### src/rtl/decode_stage.sv
// Pipeline ID stage: decode, register file with WB bypass, branch/jump resolution, ID/EX register.
// Latency: targets and PCSel are combinational; ID/EX outputs appear one clock after the inputs.
// No backpressure: a stalled ID is turned into a bubble by the hazard unit through ID_EX_Clr.
module decode_stage (
    input  logic        clk,
    input  logic        reset,
    input  logic [31:0] PC1,
    input  logic [31:0] Instr1,
    input  logic        WB_We,
    input  logic [4:0]  WB_A3,
    input  logic [31:0] WB_WD,
    input  logic        FwdRS_M,
    input  logic        FwdRT_M,
    input  logic [31:0] M_Data,
    input  logic        ID_EX_Clr,
    output logic [1:0]  PCSel,
    output logic [31:0] PC_beq,
    output logic [31:0] PC_j,
    output logic [31:0] PC_jr,
    output logic [31:0] PC2,
    output logic [31:0] Instr2,
    output logic [31:0] RS2,
    output logic [31:0] RT2,
    output logic [31:0] EXT2,
    output logic [4:0]  A3_2
);

    localparam logic [5:0] OP_R    = 6'b000000;
    localparam logic [5:0] OP_ORI  = 6'b001101;
    localparam logic [5:0] OP_LW   = 6'b100011;
    localparam logic [5:0] OP_SW   = 6'b101011;
    localparam logic [5:0] OP_BEQ  = 6'b000100;
    localparam logic [5:0] OP_LUI  = 6'b001111;
    localparam logic [5:0] OP_J    = 6'b000010;
    localparam logic [5:0] OP_JAL  = 6'b000011;
    localparam logic [5:0] F_ADDU  = 6'b100001;
    localparam logic [5:0] F_SUBU  = 6'b100011;
    localparam logic [5:0] F_JR    = 6'b001000;

    logic [5:0]  op;
    logic [5:0]  funct;
    logic [4:0]  rs;
    logic [4:0]  rt;
    logic [4:0]  rd;
    logic [15:0] imm;
    logic [31:0] imm_sext;

    assign op       = Instr1[31:26];
    assign rs       = Instr1[25:21];
    assign rt       = Instr1[20:16];
    assign rd       = Instr1[15:11];
    assign funct    = Instr1[5:0];
    assign imm      = Instr1[15:0];
    assign imm_sext = {{16{imm[15]}}, imm};

    logic is_addu, is_subu, is_jr, is_ori, is_lw, is_sw, is_beq, is_lui, is_j, is_jal;

    assign is_addu = (op == OP_R) && (funct == F_ADDU);
    assign is_subu = (op == OP_R) && (funct == F_SUBU);
    assign is_jr   = (op == OP_R) && (funct == F_JR);
    assign is_ori  = (op == OP_ORI);
    assign is_lw   = (op == OP_LW);
    assign is_sw   = (op == OP_SW);
    assign is_beq  = (op == OP_BEQ);
    assign is_lui  = (op == OP_LUI);
    assign is_j    = (op == OP_J);
    assign is_jal  = (op == OP_JAL);

    // $0 is never written, so after reset it always reads as zero.
    logic [31:0] regs [32];

    // Register file write from WB; a reset clears every entry.
    always_ff @(posedge clk or posedge reset) begin
        if (reset) begin
            for (int i = 0; i < 32; i++) begin
                regs[i] <= '0;
            end
        end else if (WB_We && (WB_A3 != 5'd0)) begin
            regs[WB_A3] <= WB_WD;
        end
    end

    logic [31:0] rs_raw, rt_raw, rs_v, rt_v;

    // Same-cycle WB bypass, then M-stage forwarding takes precedence over it.
    assign rs_raw = (WB_We && (WB_A3 == rs) && (rs != 5'd0)) ? WB_WD : regs[rs];
    assign rt_raw = (WB_We && (WB_A3 == rt) && (rt != 5'd0)) ? WB_WD : regs[rt];
    assign rs_v   = FwdRS_M ? M_Data : rs_raw;
    assign rt_v   = FwdRT_M ? M_Data : rt_raw;

    // Targets are always driven; PCSel decides which one fetch uses.
    assign PC_beq = PC1 + 32'd4 + {imm_sext[29:0], 2'b00};
    assign PC_j   = {PC1[31:28], Instr1[25:0], 2'b00};
    assign PC_jr  = rs_v;

    logic [31:0] ext;
    logic [4:0]  a3;

    // Decode immediate extension, destination register and next-PC select.
    always_comb begin
        ext   = '0;
        a3    = '0;
        PCSel = 2'b00;
        if (is_ori) begin
            ext = {16'h0000, imm};
        end else if (is_lui) begin
            ext = {imm, 16'h0000};
        end else if (is_lw || is_sw || is_beq) begin
            ext = imm_sext;
        end
        if (is_addu || is_subu) begin
            a3 = rd;
        end else if (is_ori || is_lui || is_lw) begin
            a3 = rt;
        end else if (is_jal) begin
            a3 = 5'd31;
        end
        if (is_beq && (rs_v == rt_v)) begin
            PCSel = 2'b01;
        end else if (is_j || is_jal) begin
            PCSel = 2'b10;
        end else if (is_jr) begin
            PCSel = 2'b11;
        end
    end

    // ID/EX pipeline register: reset beats bubble insertion, which beats load.
    always_ff @(posedge clk or posedge reset) begin
        if (reset) begin
            PC2    <= '0;
            Instr2 <= '0;
            RS2    <= '0;
            RT2    <= '0;
            EXT2   <= '0;
            A3_2   <= '0;
        end else if (ID_EX_Clr) begin
            PC2    <= '0;
            Instr2 <= '0;
            RS2    <= '0;
            RT2    <= '0;
            EXT2   <= '0;
            A3_2   <= '0;
        end else begin
            PC2    <= PC1;
            Instr2 <= Instr1;
            RS2    <= rs_v;
            RT2    <= rt_v;
            EXT2   <= ext;
            A3_2   <= a3;
        end
    end

endmodule

### config.mk
export PLATFORM = sky130hd
export DESIGN_NAME = decode_stage
export DESIGN_NICKNAME = d
export VERILOG_FILES = /design/src/rtl/decode_stage.sv
export SDC_FILE = /design/constraint.sdc
export NUM_CORES = 2
export LEC_CHECK = 0
export CAP_MARGIN = 40
export CELL_PAD_IN_SITES_DETAIL_PLACEMENT = 0
export CELL_PAD_IN_SITES_GLOBAL_PLACEMENT = 1
export CORE_MARGIN = 2
export CORE_UTILIZATION = 50
export DETAILED_ROUTE_END_ITERATION = 8
export PLACE_DENSITY = 0.88
export SLEW_MARGIN = 20
export SYNTH_ARGS = -nofsm -noshare
export SYNTH_HDL_FRONTEND = slang
export SYNTH_SLANG_ARGS = --single-unit
### constraint.sdc
create_clock -name clk -period 42.9 [get_ports clk]
set_input_delay 6.435 -clock clk [delete_from_list [all_inputs] [get_ports clk]]
set_output_delay 6.435 -clock clk [all_outputs]
set_load 0.1 [all_outputs]
==> impl_results.md <==
- Run status: finished, final reports clean
- Vias in the first global route: 47090
- Total gr overflow: 0
- Clock skew: 0.03352 ns
- Slowest cell delay on critical path: 0.67 ns
- Power density over cell area: 46.03 nW/um^2
- Post-synthesis async set-or-reset flop share: 1.000
- Fmax: 0.05351 GHz
- Starting Density: 0.5027
- Synth Register Bits: 1189
- Max VDD drop: 44.41 uV
- GP Congestion: 0.9513
- Global Route Usage Sum: 0.3483
- Reg2Reg Launch Point: regs[948]$_DFFE_PP0P_
- Routed WL per cell: 33.86 um
- Skew-Pair Late Insertion Delay: 0.77 ns
- Arrival time worst endpoint: 12.25 ns
- Final min period: 18.69 ns
- EDFF count, synth: 0
- Layout cell share with drive strength beyond 1: 0.4379
- FF-to-FF path depth: 6
- Num CTS Buffers: 130
- Worst slew pin tran: 1.150 ns
- Global-route wire length before repair: 327.6 mm
- Compound-Gate Fraction of Synth Area: 0.04360
- WHS Endpoint: regs[1010]$_DFFE_PP0P_
- # clock sinks: 1189
- Post-DRT Antenna Nets: 0
- Root Driver: clkbuf_16
- Max Slew Vio Count: 0
- Vias/cell: 6.902
- Vias: 45990
- Dpl cells: 6413
- Hold path depth: 0
- DR iter-0 viols: 5799
- Mapped Cells: 4421
- Post-Syn Area: 62960 um^2
- Worst Setup Path Type: input port to output pin
- # setup viols final: 0
- Place WS: 24.25 ns
- Fin cells: 6663
- DRT Wirelength: 225.6 mm
- WP data required: 36.47 ns
- Placement Rows: 130
- CP Launch Type: input port
- Max Buffers Root-to-Sink: 3
- Worst path most repeated cell: buf_8
- Crit-path max FO: 118
- Quantity of hold-fixing buffers added after cts: 0
- Worst-path clk slew: 0.05 ns
- Max_slew headroom: 0.2332
- Leakage: 33.73 nW
- RSZ-0062 raised after global routing: no
- Post CTS Setup Buffer Count: 0
- Die area: 128800 um^2
- Hold crit path type: flip-flop to flip-flop
- Synth unique cells: 73
- Top_reg_cell synth: dfrtp_1
- Post-synthesis simple-gate area fraction: 0.04644
- Core region area: 125200 um^2
- Fin util: 0.6212
- Fin nets: 5104
- I/O pin count: 402
- H-Tree Depth: 4
- Final worst-path cycle share: 0.4356
- Largest net degree at the start of global routing: 182
- Hold_sp: regs[1010]$_DFFE_PP0P_
- Max Cap Viol: 0
- Gate family responsible for the most delay along the worst path: buffers and inverters
- CP bufs+invs: 5
- Post-DP HPWL: 138.3 mm
- Residual DRC count: 0
- Die width: 358.9 um
- Initial DRT Pass Iterations: 8
- Vert. Die Dim: 358.9 um
- Final worst slack: 24.21 ns
- Final hold vios: 0
- Post-CTS sizing: 0
- Sequential area share after synthesis: 0.4726
- Largest family of logic cells by synthesized area: multiplexers
- # fillers: 8900
- Initial antenna violation count: 27
- Reg-to-Reg End: RS2[20]$_DFF_PP0_
- XOR/XNOR share of the synthesized area: 0.008625
- Avg Inst Size Synth: 14.24 um^2
- Port bufs: 399
- CTS tree: built
- Slowest stage cell, crit path: or4_1
- Setup TNS: 0 ns
- Post-synthesis adder-cell area fraction: 0.01165
- Crit end category: output pin
- Crit path cell chain: buf_8 -> buf_4 -> buf_12 -> mux4_2 -> a22o_1 -> a221oi_1 -> o211ai_1 -> o21ai_0 -> xnor2_1 -> nand4_1 -> or4_1 -> o21ai_1 -> clkdlybuf4s50_1 -> buf_8
- R2r setup slk: 40.48 ns
- Synth-to-Final Area Change: 23.57%
- Yosys warns: 0
- Post-synthesis mux area share: 0.3788
## worst reg2reg max path, cell delays in order, from the launching register on
cell and delay [ns]:
dfrtp_1 0.38, mux2i_1 0.10, mux4_2 0.53, a22oi_1 0.14, o21ai_0 0.11, o31a_1 0.35
nor3_1 0.63
## synthesized netlist by cell type (35+ instances only)
master,number,share of area
o22ai_1,57,0.0057
dfrtp_1,1189,0.47
nor2_1,139,0.0083
a22oi_1,95,0.011
xnor2_1,51,0.0071
mux4_2,512,0.18
ha_1,57,0.011
nand2_1,99,0.0059
a21oi_1,35,0.0028
inv_1,54,0.0032
clkbuf_1,297,0.018
nor3_1,77,0.0061
mux2i_1,138,0.022
nor2b_1,78,0.0078
buf_2,75,0.0060
o21ai_0,62,0.0049
buf_4,68,0.0081
mux2_2,971,0.17
## how the worst max path moves through the flow
stage / depth (start not counted) / end / from
finish: 14 / PCSel[0] / Instr1[22]
CTS: 13 / PCSel[0] / Instr1[22]
floorplan: 1 / A3_2[0]$_DFF_PP0_ / reset
detailed placement: 13 / PCSel[0] / Instr1[22]
global placement: 14 / PCSel[0] / Instr1[17]
global route: 14 / PCSel[0] / Instr1[16]
## cell usage in the layout, fill, tap and decap left out, types with 84 or more instances in the layout
cell type,synthesis,final
mux4_2,512,512
dfrtp_1,1189,1189
clkdlybuf4s50_1,0,384
clkbuf_16,0,134
mux2_2,971,971
nor2_1,139,123
nand2_1,99,84
buf_8,0,225
a22oi_1,95,95
mux2i_1,138,138
buf_4,68,119
## cell families (layout without fill, tap and decap cells)
| group | Yosys count | count (layout) |
|---|---|---|
| xor gates and xnor gates | 62 | 62 |
| buffers and inverters | 527 | 1106 |
| and+or+nand+nor | 571 | 571 |
| DFF | 1189 | 1189 |
| adders and majority gates | 58 | 58 |
| muxes | 1621 | 1621 |
| other | 1 | 14 |
| AOI/OAI and AO/OA | 392 | 392 |
## final cells by class
class                   instances  area [um^2]  area share
clock inverters                40        493.0    0.006337
diodes                         12        30.03   0.0003860
clock buffers                 186         3859     0.04960
multi-input cells            2706        31040      0.3990
flip-flops and latches       1189        29750      0.3824
repair buffers                825        10340      0.1330
inverters                      55        214.0    0.002750
well taps                    1650         2064     0.02654
## metal layers
metal / wire length [um] / vias up / global-route usage
li1: - / 17740 / -
met1: 80220 / 23970 / 0.4357
met2: 101400 / 3371 / 0.5214
met3: 28080 / 877 / 0.1207
met4: 15710 / 32 / 0.2163
met5: 217 / - / 0
## flip-flops by register name, indices dropped and copies added (netlist names)
register,count
regs,1024
EXT2,32
Instr2,32
PC2,32
RS2,32
RT2,32
A3_2,5
## power breakdown
part	total [mW]	internal, mW	leakage, nW	switching (mW)
clock network	1.15	0.670	2.13	0.477
registers	1.46	1.31	15.3	0.144
logic	0.976	0.485	16.3	0.491
## per-stage QoR
step           hold slack, ns  instance area [um^2]  power, mW
2_1_floorplan          0.4413                 62960      2.092
3_3_place_gp           0.3769                 68010      2.290
3_5_place_dp           0.3823                 73200      2.425
4_1_cts                0.3961                 77550      3.568
5_1_grt                0.4089                 77780      3.698
6_report               0.3928                 77800      3.581
Power figures use the tool's default switching activity.
